==> src/rtl/mux_sel_arbiter_if.sv <==
// ============================================================================
//  Module      : mux_sel_arbiter_if
//  Description : Request/grant and mux-select bundle between the two
//                requesters, the muxtwo select input and mux_sel_arbiter.
//                Optional switch statistics present when MUXARB_SWCNT_EN
//                is defined.
//  Revision    : 1.0  initial release
// ============================================================================
`default_nettype none

interface mux_sel_arbiter_if;
  // Requests from A (mux input a) and B (mux input b)
  logic req_a;
  logic req_b;
  // Arbiter results: mux select, ownership grants, activity flag
  logic sel;
  logic gnt_a;
  logic gnt_b;
  logic busy;
`ifdef MUXARB_SWCNT_EN
  // Handover statistics
  logic [15:0] switch_cnt;
  logic        preempt_seen;
`endif

`ifdef MUXARB_SWCNT_EN
  // Arbiter side
  modport master (
    input  req_a, req_b,
    output sel, gnt_a, gnt_b, busy, switch_cnt, preempt_seen
  );
  // Requester / observer side
  modport slave (
    output req_a, req_b,
    input  sel, gnt_a, gnt_b, busy, switch_cnt, preempt_seen
  );
`else
  // Arbiter side
  modport master (
    input  req_a, req_b,
    output sel, gnt_a, gnt_b, busy
  );
  // Requester / observer side
  modport slave (
    output req_a, req_b,
    input  sel, gnt_a, gnt_b, busy
  );
`endif

endinterface

`default_nettype wire

==> src/rtl/mux_sel_arbiter.sv <==
// ============================================================================
//  Module      : mux_sel_arbiter
//  Description : Two-requester round-robin arbiter owning the select line of
//                a 2:1 datapath mux (muxtwo). Handovers are break-before-make
//                with one dead SWITCH cycle; a holder is preempted after
//                HOLD_MAX consecutive grant cycles when the other side waits.
//                Optional macro MUXARB_SWCNT_EN adds switch_cnt and
//                preempt_seen outputs.
//  Revision    : 1.0  initial release
// ============================================================================
`default_nettype none

module mux_sel_arbiter #(
  parameter int HOLD_MAX = 8,  // 2 .. 2**CNT_W
  parameter int CNT_W    = 4
) (
  input  logic              clock,
  input  logic              rst_n,
  mux_sel_arbiter_if.master bus
);

  typedef enum logic [1:0] {
    ST_IDLE   = 2'd0,
    ST_GNT_A  = 2'd1,
    ST_GNT_B  = 2'd2,
    ST_SWITCH = 2'd3
  } state_t;

  // Requester identifiers used for pointer/target/select values
  localparam logic c_req_a = 1'b0;
  localparam logic c_req_b = 1'b1;

  // Hold count value at which a waiting requester forces a handover
  localparam logic [CNT_W-1:0] c_cnt_max = CNT_W'(HOLD_MAX - 1);

  state_t           r_state;
  state_t           w_state_nxt;
  logic             r_tgt;        // requester the SWITCH cycle hands to
  logic             w_tgt_nxt;
  logic             r_last;       // last-granted requester
  logic             w_last_nxt;
  logic [CNT_W-1:0] r_cnt;        // cycles held by current owner, minus one
  logic [CNT_W-1:0] w_cnt_nxt;
  logic             r_sel;
  logic             w_sel_nxt;
  logic             r_gnt_a;
  logic             r_gnt_b;
  logic             r_busy;

  // Owner-relative view of the requests while in a grant state, so both
  // grant states share one set of transition rules.
  logic w_owner;      // 0 = A holds, 1 = B holds (meaningful in GNT_*)
  logic w_req_own;
  logic w_req_oth;
  logic w_cnt_sat;
  logic w_in_gnt;

  assign w_owner   = (r_state == ST_GNT_B);
  assign w_req_own = w_owner ? bus.req_b : bus.req_a;
  assign w_req_oth = w_owner ? bus.req_a : bus.req_b;
  assign w_cnt_sat = (r_cnt == c_cnt_max);
  assign w_in_gnt  = (r_state == ST_GNT_A) || (r_state == ST_GNT_B);

  // State and bookkeeping registers
  always_ff @(posedge clock or negedge rst_n) begin
    if (!rst_n) begin
      r_state <= ST_IDLE;
      r_tgt   <= c_req_a;
      r_last  <= c_req_b;
      r_cnt   <= '0;
    end else begin
      r_state <= w_state_nxt;
      r_tgt   <= w_tgt_nxt;
      r_last  <= w_last_nxt;
      r_cnt   <= w_cnt_nxt;
    end
  end

  // Next-state, round-robin pick, hold counting and select steering
  always_comb begin
    w_state_nxt = r_state;
    w_tgt_nxt   = r_tgt;
    w_last_nxt  = r_last;
    w_cnt_nxt   = '0;
    w_sel_nxt   = r_sel;

    case (r_state)
      ST_IDLE: begin
        // No grant active, so a grant can be issued directly with sel.
        if (bus.req_a && (!bus.req_b || (r_last == c_req_b))) begin
          w_state_nxt = ST_GNT_A;
          w_sel_nxt   = c_req_a;
          w_last_nxt  = c_req_a;
        end else if (bus.req_b) begin
          w_state_nxt = ST_GNT_B;
          w_sel_nxt   = c_req_b;
          w_last_nxt  = c_req_b;
        end
      end

      ST_GNT_A, ST_GNT_B: begin
        if (!w_req_own && w_req_oth) begin
          // Voluntary release with the other side waiting
          w_state_nxt = ST_SWITCH;
          w_tgt_nxt   = ~w_owner;
          w_sel_nxt   = ~w_owner;
        end else if (!w_req_own) begin
          w_state_nxt = ST_IDLE;
        end else if (w_req_oth && w_cnt_sat) begin
          // Owner has had HOLD_MAX cycles; take the mux away
          w_state_nxt = ST_SWITCH;
          w_tgt_nxt   = ~w_owner;
          w_sel_nxt   = ~w_owner;
        end else begin
          // Keep holding; count saturates so a lone owner never wraps
          w_cnt_nxt = w_cnt_sat ? r_cnt : r_cnt + 1'b1;
        end
      end

      ST_SWITCH: begin
        // Dead cycle: only the target may be granted, never the old owner
        if ((r_tgt == c_req_b) ? bus.req_b : bus.req_a) begin
          w_state_nxt = (r_tgt == c_req_b) ? ST_GNT_B : ST_GNT_A;
          w_last_nxt  = r_tgt;
        end else begin
          w_state_nxt = ST_IDLE;
        end
      end

      default: begin
        w_state_nxt = ST_IDLE;
      end
    endcase
  end

  // Registered outputs decoded from the state being entered
  always_ff @(posedge clock or negedge rst_n) begin
    if (!rst_n) begin
      r_sel   <= 1'b0;
      r_gnt_a <= 1'b0;
      r_gnt_b <= 1'b0;
      r_busy  <= 1'b0;
    end else begin
      r_sel   <= w_sel_nxt;
      r_gnt_a <= (w_state_nxt == ST_GNT_A);
      r_gnt_b <= (w_state_nxt == ST_GNT_B);
      r_busy  <= (w_state_nxt != ST_IDLE);
    end
  end

  assign bus.sel   = r_sel;
  assign bus.gnt_a = r_gnt_a;
  assign bus.gnt_b = r_gnt_b;
  assign bus.busy  = r_busy;

`ifdef MUXARB_SWCNT_EN
  logic [15:0] r_switch_cnt;
  logic        r_preempt_seen;
  logic        w_preempt;

  // Forced handover: owner still requesting, other side waiting, count full
  assign w_preempt = w_in_gnt && w_req_own && w_req_oth && w_cnt_sat;

  // SWITCH entry counter (wraps) and sticky preemption flag
  always_ff @(posedge clock or negedge rst_n) begin
    if (!rst_n) begin
      r_switch_cnt   <= 16'd0;
      r_preempt_seen <= 1'b0;
    end else begin
      if (w_state_nxt == ST_SWITCH) begin
        r_switch_cnt <= r_switch_cnt + 16'd1;
      end
      if (w_preempt) begin
        r_preempt_seen <= 1'b1;
      end
    end
  end

  assign bus.switch_cnt   = r_switch_cnt;
  assign bus.preempt_seen = r_preempt_seen;
`else
  // Grant-state flag only feeds the statistics logic
  logic w_unused;
  assign w_unused = w_in_gnt;
`endif

endmodule

`default_nettype wire

==> src/flat_wrapper.sv <==
// flat-port wrapper written by rule: the top's interface ports become plain ports
module mux_sel_arbiter_flat 
#(
  parameter int HOLD_MAX = 8,                  
  parameter int CNT_W    = 4
)
  (clock, rst_n, bus_req_a, bus_req_b, bus_sel, bus_gnt_a, bus_gnt_b, bus_busy);
  mux_sel_arbiter_if bus_i ();
  input  logic clock;
  input  logic rst_n;
  input wire logic [$bits(bus_i.req_a)-1:0] bus_req_a;
  input wire logic [$bits(bus_i.req_b)-1:0] bus_req_b;
  output wire logic [$bits(bus_i.sel)-1:0] bus_sel;
  output wire logic [$bits(bus_i.gnt_a)-1:0] bus_gnt_a;
  output wire logic [$bits(bus_i.gnt_b)-1:0] bus_gnt_b;
  output wire logic [$bits(bus_i.busy)-1:0] bus_busy;
  assign bus_i.req_a = bus_req_a;
  assign bus_i.req_b = bus_req_b;
  assign bus_sel = bus_i.sel;
  assign bus_gnt_a = bus_i.gnt_a;
  assign bus_gnt_b = bus_i.gnt_b;
  assign bus_busy = bus_i.busy;
  mux_sel_arbiter #(.HOLD_MAX(HOLD_MAX), .CNT_W(CNT_W)) u_core (.clock(clock), .rst_n(rst_n), .bus(bus_i));
endmodule
==> config.mk <==
export PLATFORM = sky130hd
export DESIGN_NAME = mux_sel_arbiter_flat
export DESIGN_NICKNAME = d
export VERILOG_FILES = /design/src/rtl/mux_sel_arbiter_if.sv /design/src/rtl/mux_sel_arbiter.sv /design/src/flat_wrapper.sv
export SDC_FILE = /design/constraint.sdc
export NUM_CORES = 1
export LEC_CHECK = 0
export ABC_AREA = 1
export CORE_MARGIN = 5
export CORE_UTILIZATION = 48
export CTS_CLUSTER_SIZE = 20
export DETAILED_ROUTE_END_ITERATION = 16
export GPL_TIMING_DRIVEN = 0
export PLACE_DENSITY_LB_ADDON = 0.05
export SLEW_MARGIN = 20
export SYNTH_ARGS = -nofsm -noshare
export SYNTH_HDL_FRONTEND = slang
export SYNTH_SLANG_ARGS = --single-unit
==> constraint.sdc <==
create_clock -name clock -period 1.4 [get_ports clock]
set_input_delay 0.21 -clock clock [delete_from_list [all_inputs] [get_ports clock]]
set_output_delay 0.21 -clock clock [all_outputs]
set_load 0.02 [all_outputs]
==> results of run 1 <==
[registers in the layout (all words and copies together) (netlist names)]
name              cells
u_core.bus.busy       1
u_core.r_cnt          4
u_core.r_tgt          1
u_core.r_last         1
u_core.r_state        2
u_core.bus.sel        1
u_core.bus.gnt_a      1
u_core.bus.gnt_b      1
[stage by stage]
step                cell area, um2   util  hold slack [ps]  setup WS, ps  cells
floorplan                      749      -            -85.6         0.332     91
global placement               840  0.564              468          -266    114
detailed placement             840  0.564              482          -258    114
CTS                            945  0.634              286         -37.9    125
global route                  1040  0.697              322          -185    130
finish                        1040  0.697              282         -93.9    130
[layout make-up]
class                           instances  area [um2]  area share
Tap cell                               16        20.0      0.0193
Sequential cell                        12         302       0.291
Multi-Input combinational cell         67         483       0.466
Inverter                               12        47.5      0.0458
Timing Repair Buffer                   19         159       0.153
Clock buffer                            4        26.3      0.0253
[power breakdown]
part	internal [mW]	total, mW	switching, mW
combinational	0.749	1.66	0.908
clock	0.110	0.216	0.106
sequential	0.497	0.577	0.0795
total	1.36	2.45	1.09
[path summary, 6_finish.rpt]
check / endpoint / slack [ps] / cells after the start
hold reg to reg: u_core.bus.sel / 480 / 2
min in group clock: u_core.bus.sel / 480 / 2
max in group asynchronous: u_core.r_last / 740 / 1
setup / recovery: u_core.bus.gnt_a / -90 / 10
hold / removal: u_core.bus.sel / 280 / 1
setup reg to reg: u_core.bus.gnt_a / -90 / 10
[per-layer routing]
metal,routed length (um),part of all wire,global-route usage,vias up
met4,11,0.0067,0.0393,0
met2,947,0.58,0.251,9
met5,0,0,0,-
met1,609,0.37,0.158,308
met3,66,0.040,0.0572,2
li1,-,-,-,338
[placed cells by master, fill, tap and decap left out, drive strengths merged]
master	netlist	layout
xor2	1	1
dfrtp	11	11
nor3b	1	1
nor2	11	11
ha	5	5
inv	10	11
o211ai	2	2
buf	0	12
a21oi	8	8
nor3	1	1
xnor2	1	1
clkinv	2	1
clkdlybuf4s50	0	3
dlygate4sd2	0	4
clkbuf	0	4
nand2	26	26
dfstp	1	1
o21ai	7	7
nand3	4	4
[cells by family (layout without fill, tap and decap cells)]
group	after synthesis	in the layout	synth area share
and+or+nand+nor	43	43	0.295
buffers and inverters	12	35	0.0601
adders and majority gates	5	5	0.0835
xor gates and xnor gates	2	2	0.0234
DFF	12	12	0.402
AOI/OAI and AO/OA	17	17	0.135
[timing repair]
action                     CTS  global route
setup endpoints to repair   13            11
pin swaps                    8            14
cloned                       0             0
gates resized for setup     12            17
buffers inserted             7             5
[critical path: stages, from the launching register on]
cell and delay [ps]:
dfrtp_1 410, inv_2 140, ha_4 230, inv_4 80, nor2_4 40, buf_4 140, nand2_4 80, nand2_2 60
nand2_2 90, nand2_2 70, nor2_2 90
==> results.md, run 1 <==
* Starting DRC count in detailed routing at 6
* First-pass GRT wire length at 2750 um
* P&R area growth vs syn at 38.4%
* Leak pwr at 0.501 nW
* Part of the Yosys area used for sequential elements at 0.402
* Post-synth EDFFs at 0
* Die Span X at 49.5 um
* Largest area contributor in the netlist: dfrtp_1
* Initial DRT Pass Iterations at 4
* Vias in the first global route at 640
* Via count at 657
* Final min period at 1490 ps
* Post-synth top area share at 0.367
* Critical Path Fanout Max at 5
* Port Buffers at 7
* # DRC at 0
* Clk buf depth at 2
* Fin Setup TNS at -552 ps
* Number of antenna-violating nets in the routed design at 0
* Vias per inst at 5.05
* Peak supply drop at 1430 uV
* Largest net degree at the start of global routing at 13
* Gpl congestion at 0.863
* Ports at 8
* Layout Nets at 124
* Clk sink count at 12
* Highest clock rate at 0.669 GHz
* Worst min path class: primary input to async pin
* Hold-fix buffers, CTS at 0
* Die area at 0.00245 mm2
* Post-Syn Area at 749 um2
* CP endpoint kind: flip-flop
* Critical path required time at 1600 ps
* Fin crit share at 1.07
* Worst slew margin at 0.642
* Layout cells sized above 1 at 0.439
* Critical Path AT at 1690 ps
* Synth top cells by count: 19 x nand2_1, 11 x dfrtp_1, 9 x inv_1
* Status: finished with violations
* P per Cell Area at 2360 mW/mm2
* WL/cell at 12.6 um
* Max Cap Viol at 0
* Htree depth at 1
* Synth area leaders: dfrtp_1 37%, nand2_1 9.5%, ha_1 8.3%, nand2_2 5.8%, a21oi_1 5.3%
* Clk Latency, worst-skew pair at 270 ps
* Routed WL at 1630 um
* Clock Skews at 12.2 ps
* Initial Util at 0.503
* Worst Max-Slew Pin Slew at 536 ps
* Root buf cell: clkbuf_4
* Final setup violation count at 9
* Critical path launch point type: flip-flop
* Filler cell count at 118
* Overflow after GRT at 0
* Initial antenna violation count at 0
* Total GRT Usage at 0.143
* RSZ-0062 raised after global routing: yes
* Post-Syn Area per Cell at 8.24 um2
* Fin. Hold Viols at 0
* Final Power at 2.45 mW
* # rows at 14
* Syn Nets at 100
* Critical path class: flip-flop to flip-flop
* # diodes at 0
* Reg2reg start: u_core.r_state[0]
* Most numerous cell in the Yosys netlist: nand2_1
* Crit path launch: u_core.r_state[0]
* YS warnings at 0
* Failing checks: setup timing
* Die H at 49.5 um
* CORE AREA at 0.00149 mm2
* CTS tree: yes
* Yosys reg bits at 12
* Num CTS Buffers at 3
* Worst setup margin at -93.9 ps
* Netlist cell types at 21
* Share of synthesized registers carrying an async set or reset at 1.00
* Clk slew on worst S/H paths at 80 ps
* Post-synthesis cell count at 91
* Final HPWL DP at 1030 um
* Slew Limit Fails at 0
* Dominant synthesized flop cell: dfrtp_1
Power figures use the tool's default switching activity.
==> inputs of run 2 (changes only) <==
--- a/config.mk
+++ b/config.mk
@@ -8,6 +8,7 @@
 export ABC_AREA = 1
 export CORE_MARGIN = 5
 export CORE_UTILIZATION = 48
+export CTS_CLUSTER_DIAMETER = 50
 export CTS_CLUSTER_SIZE = 20
 export DETAILED_ROUTE_END_ITERATION = 16
 export GPL_TIMING_DRIVEN = 0
==> results of run 2 <==
Final layout, timing and power as in run 1 (identical DEF).
==> RTL change (settings of run 2) <==
`CNT_W` is set to 4 in 2 places; all go to 6.
--- a/src/rtl/mux_sel_arbiter.sv
+++ b/src/rtl/mux_sel_arbiter.sv
@@ -12,7 +12,7 @@
 
 module mux_sel_arbiter #(
   parameter int HOLD_MAX = 8,  // 2 .. 2**CNT_W
-  parameter int CNT_W    = 4
+  parameter int CNT_W    = 6
 ) (
   input  logic              clock,
   input  logic              rst_n,
--- a/src/flat_wrapper.sv
+++ b/src/flat_wrapper.sv
@@ -2,7 +2,7 @@
 module mux_sel_arbiter_flat 
 #(
   parameter int HOLD_MAX = 8,                  
-  parameter int CNT_W    = 4
+  parameter int CNT_W    = 6
 )
   (clock, rst_n, bus_req_a, bus_req_b, bus_sel, bus_gnt_a, bus_gnt_b, bus_busy);
   mux_sel_arbiter_if bus_i ();
Function: same outputs for any inputs over 10 cycles, from zero or initial values and one cycle with rst_n low; that may be too few to reach the edited logic, so the function may still have changed.
==> RTL change against run 2 <==
- the run still ends with negative setup slack left
- count of clock-buffer cells in the layout unchanged
- sequential power is 16% higher
- final area is 6.9% higher
- area after synthesis rose by 9.3%
- maximum frequency about the same
- total power shrank 4.2%
- sequential cell count increased by 2
- non-clock buffer count shrank 3
- clock skew shrank 0.0079 ns
- setup slack about the same
- routed wire length fell by 2.5%
==> RTL change: results (changes against run 2) <==
| Metric | Value |
|---|---|
| Pin count of the biggest net entering global routing | 15 (+2) |
| GRT Overall Usage | 14.96% (+0.65 points) |
| Slew at the pin closest to its max-slew limit | 0.6739 ns (+0.1379 ns) |
| Setup violation total in the final timing report | 7 (-2) |
| DP HPWL | 1.105 mm (+7.3%) |
| Async S/R FF share, synth | 100.0% (unchanged) |
| 1st-iter DRT viols | 6 (unchanged) |
| Number of global-route vias before repair | 682 (+6.6%) |
| Worst Path Max Fanout | 6 (+1) |
| Max Root-Sink Buffers | 2 (unchanged) |
| Filler Cells Inserted | 143 (+21%) |
| Final worst slack | -0.09407 ns (-0.0001313 ns) |
| Cell with the biggest individual delay on the critical path | sky130_fd_sc_hd__dfrtp_1 |
| Setup fix buffers added after clock tree synthesis | 5 (-2) |
| Commonest register cell after synthesis | sky130_fd_sc_hd__dfrtp_1 |
| Part of the power in combinational logic | 59.2% (-8.4 points) |
| Unique masters post-synth | 24 (+14%) |
| Violated checks | negative setup slack |
| Drt first pass iters | 4 (unchanged) |
| Net count, final | 129 (+4.0%) |
| Top flop regs | u_core.r_cnt (6), u_core.r_state (2) |
| Largest stage delay on the critical path | 0.43 ns (+0.02 ns) |
| Buffers added on ports | 7 (unchanged) |
| Post-route clock skew | 0.004298 ns (-0.007913 ns) |
| DR vias/cell | 5.022 (-0.63%) |
| Post-synth top cells | sky130_fd_sc_hd__nand2_1 (17), sky130_fd_sc_hd__dfrtp_1 (13), sky130_fd_sc_hd__inv_1 (13) |
| Post-cts repair resize count | 15 (+3) |
| Fraction of layout instances using a drive strength above 1 | 37.82% (-6.0 points) |
| Number of buffers inserted during clock tree synthesis | 3 (unchanged) |
| Wire length of the first global-routing pass | 2.925 mm (+6.2%) |
| Number of hold violations in the final report | 0 (unchanged) |
| Routed wirelength normalized by instance count | 11.71 um (-6.8%) |
| Net switching power | 1008 uW (-7.8%) |
| Count of inserted antenna diode cells | 0 (unchanged) |
| Maximum ir drop on the vdd rail | 1.246 mV (-13%) |
| Clock slew at the register clock pins of the worst setup and hold paths | 0.09 ns |
| Data arrival time at the worst-slack endpoint | 1.71 ns (+0.02 ns) |
| Dominant cells by area after synthesis | sky130_fd_sc_hd__dfrtp_1 (40%), sky130_fd_sc_hd__nand2_1 (7.8%), sky130_fd_sc_hd__ha_1 (7.6%), sky130_fd_sc_hd__inv_1 (6.0%), sky130_fd_sc_hd__a21oi_1 (4.9%) |
| Placer's final routability congestion estimate | 0.8654 (+0.32%) |
| Initial antenna violation count | 0 (unchanged) |
| Total negative setup slack | -0.5388 ns (+0.01293 ns) |
| Leftover overflow at the end of global routing | 0 (unchanged) |
| Post-Synthesis Net Count | 108 (+8.0%) |
| Sequential area share after synthesis | 42.90% (+2.7 points) |
| Leakage | 0.0004988 uW (-0.39%) |
| Clock Power Share | 12.4% (+3.6 points) |
| Outcome | finished, violations left |
-- RTL change: kinds of logic (layout without fill, tap and decap cells) --
family / Yosys count / in the layout / synth area share [%]
buffers and inverters: 14 / 34 / 6.412
multiplexers: 1 / 1 / 1.221
AO/OA/AOI/OAI: 20 / 20 / 14.20
adder cells (fa/ha/maj): 5 / 5 / 7.634
flip-flops: 14 / 14 / 42.90
AND/OR/NAND/NOR: 42 / 42 / 24.43
XOR/XNOR: 3 / 3 / 3.207
-- RTL change: stage by stage --
step	cells	area [um^2]	hold WS [ns]	total power (uW)	setup slack [ns]
floorplan	99	837.1	-0.08559	1494	-0.005751
global placement	123	928.4	0.4697	1766	-0.2770
detailed placement	123	928.4	0.4971	1780	-0.2887
CTS	132	1041	0.3328	2211	-0.1068
global route	136	1109	0.3631	2600	-0.2206
finish	136	1109	0.3340	2348	-0.09407
-- RTL change: cell type report --
type	count	area share [%]
Tap cell	17	1.919
Multi-Input combinational cell	71	46.28
Inverter	14	4.740
Clock buffer	4	3.273
Timing Repair Buffer	16	11.96
Sequential cell	14	31.83
-- RTL change: metal layers --
metal  up-vias  wire length (um)  GRT usage (%)
met5         -                 0              0
met4         0                 7          5.240
li1        363                 -              -
met3         2                36          5.539
met1       313               768          17.42
met2         5               780          25.11
-- RTL change: path summary, 6_finish.rpt --
check / start / to / slack [ns] / cells past startpoint
worst max-delay path: u_core.r_state[0] / u_core.bus.gnt_a / -0.09 / 10
worst min-delay path: rst_n / u_core.r_cnt[0] / 0.33 / 1
worst max register to register: u_core.r_state[0] / u_core.bus.gnt_a / -0.09 / 10
worst min register to register: u_core.bus.sel / u_core.bus.sel / 0.49 / 2
max in group asynchronous: rst_n / u_core.r_state[1] / 0.59 / 1
min in group clock: u_core.bus.sel / u_core.bus.sel / 0.49 / 2
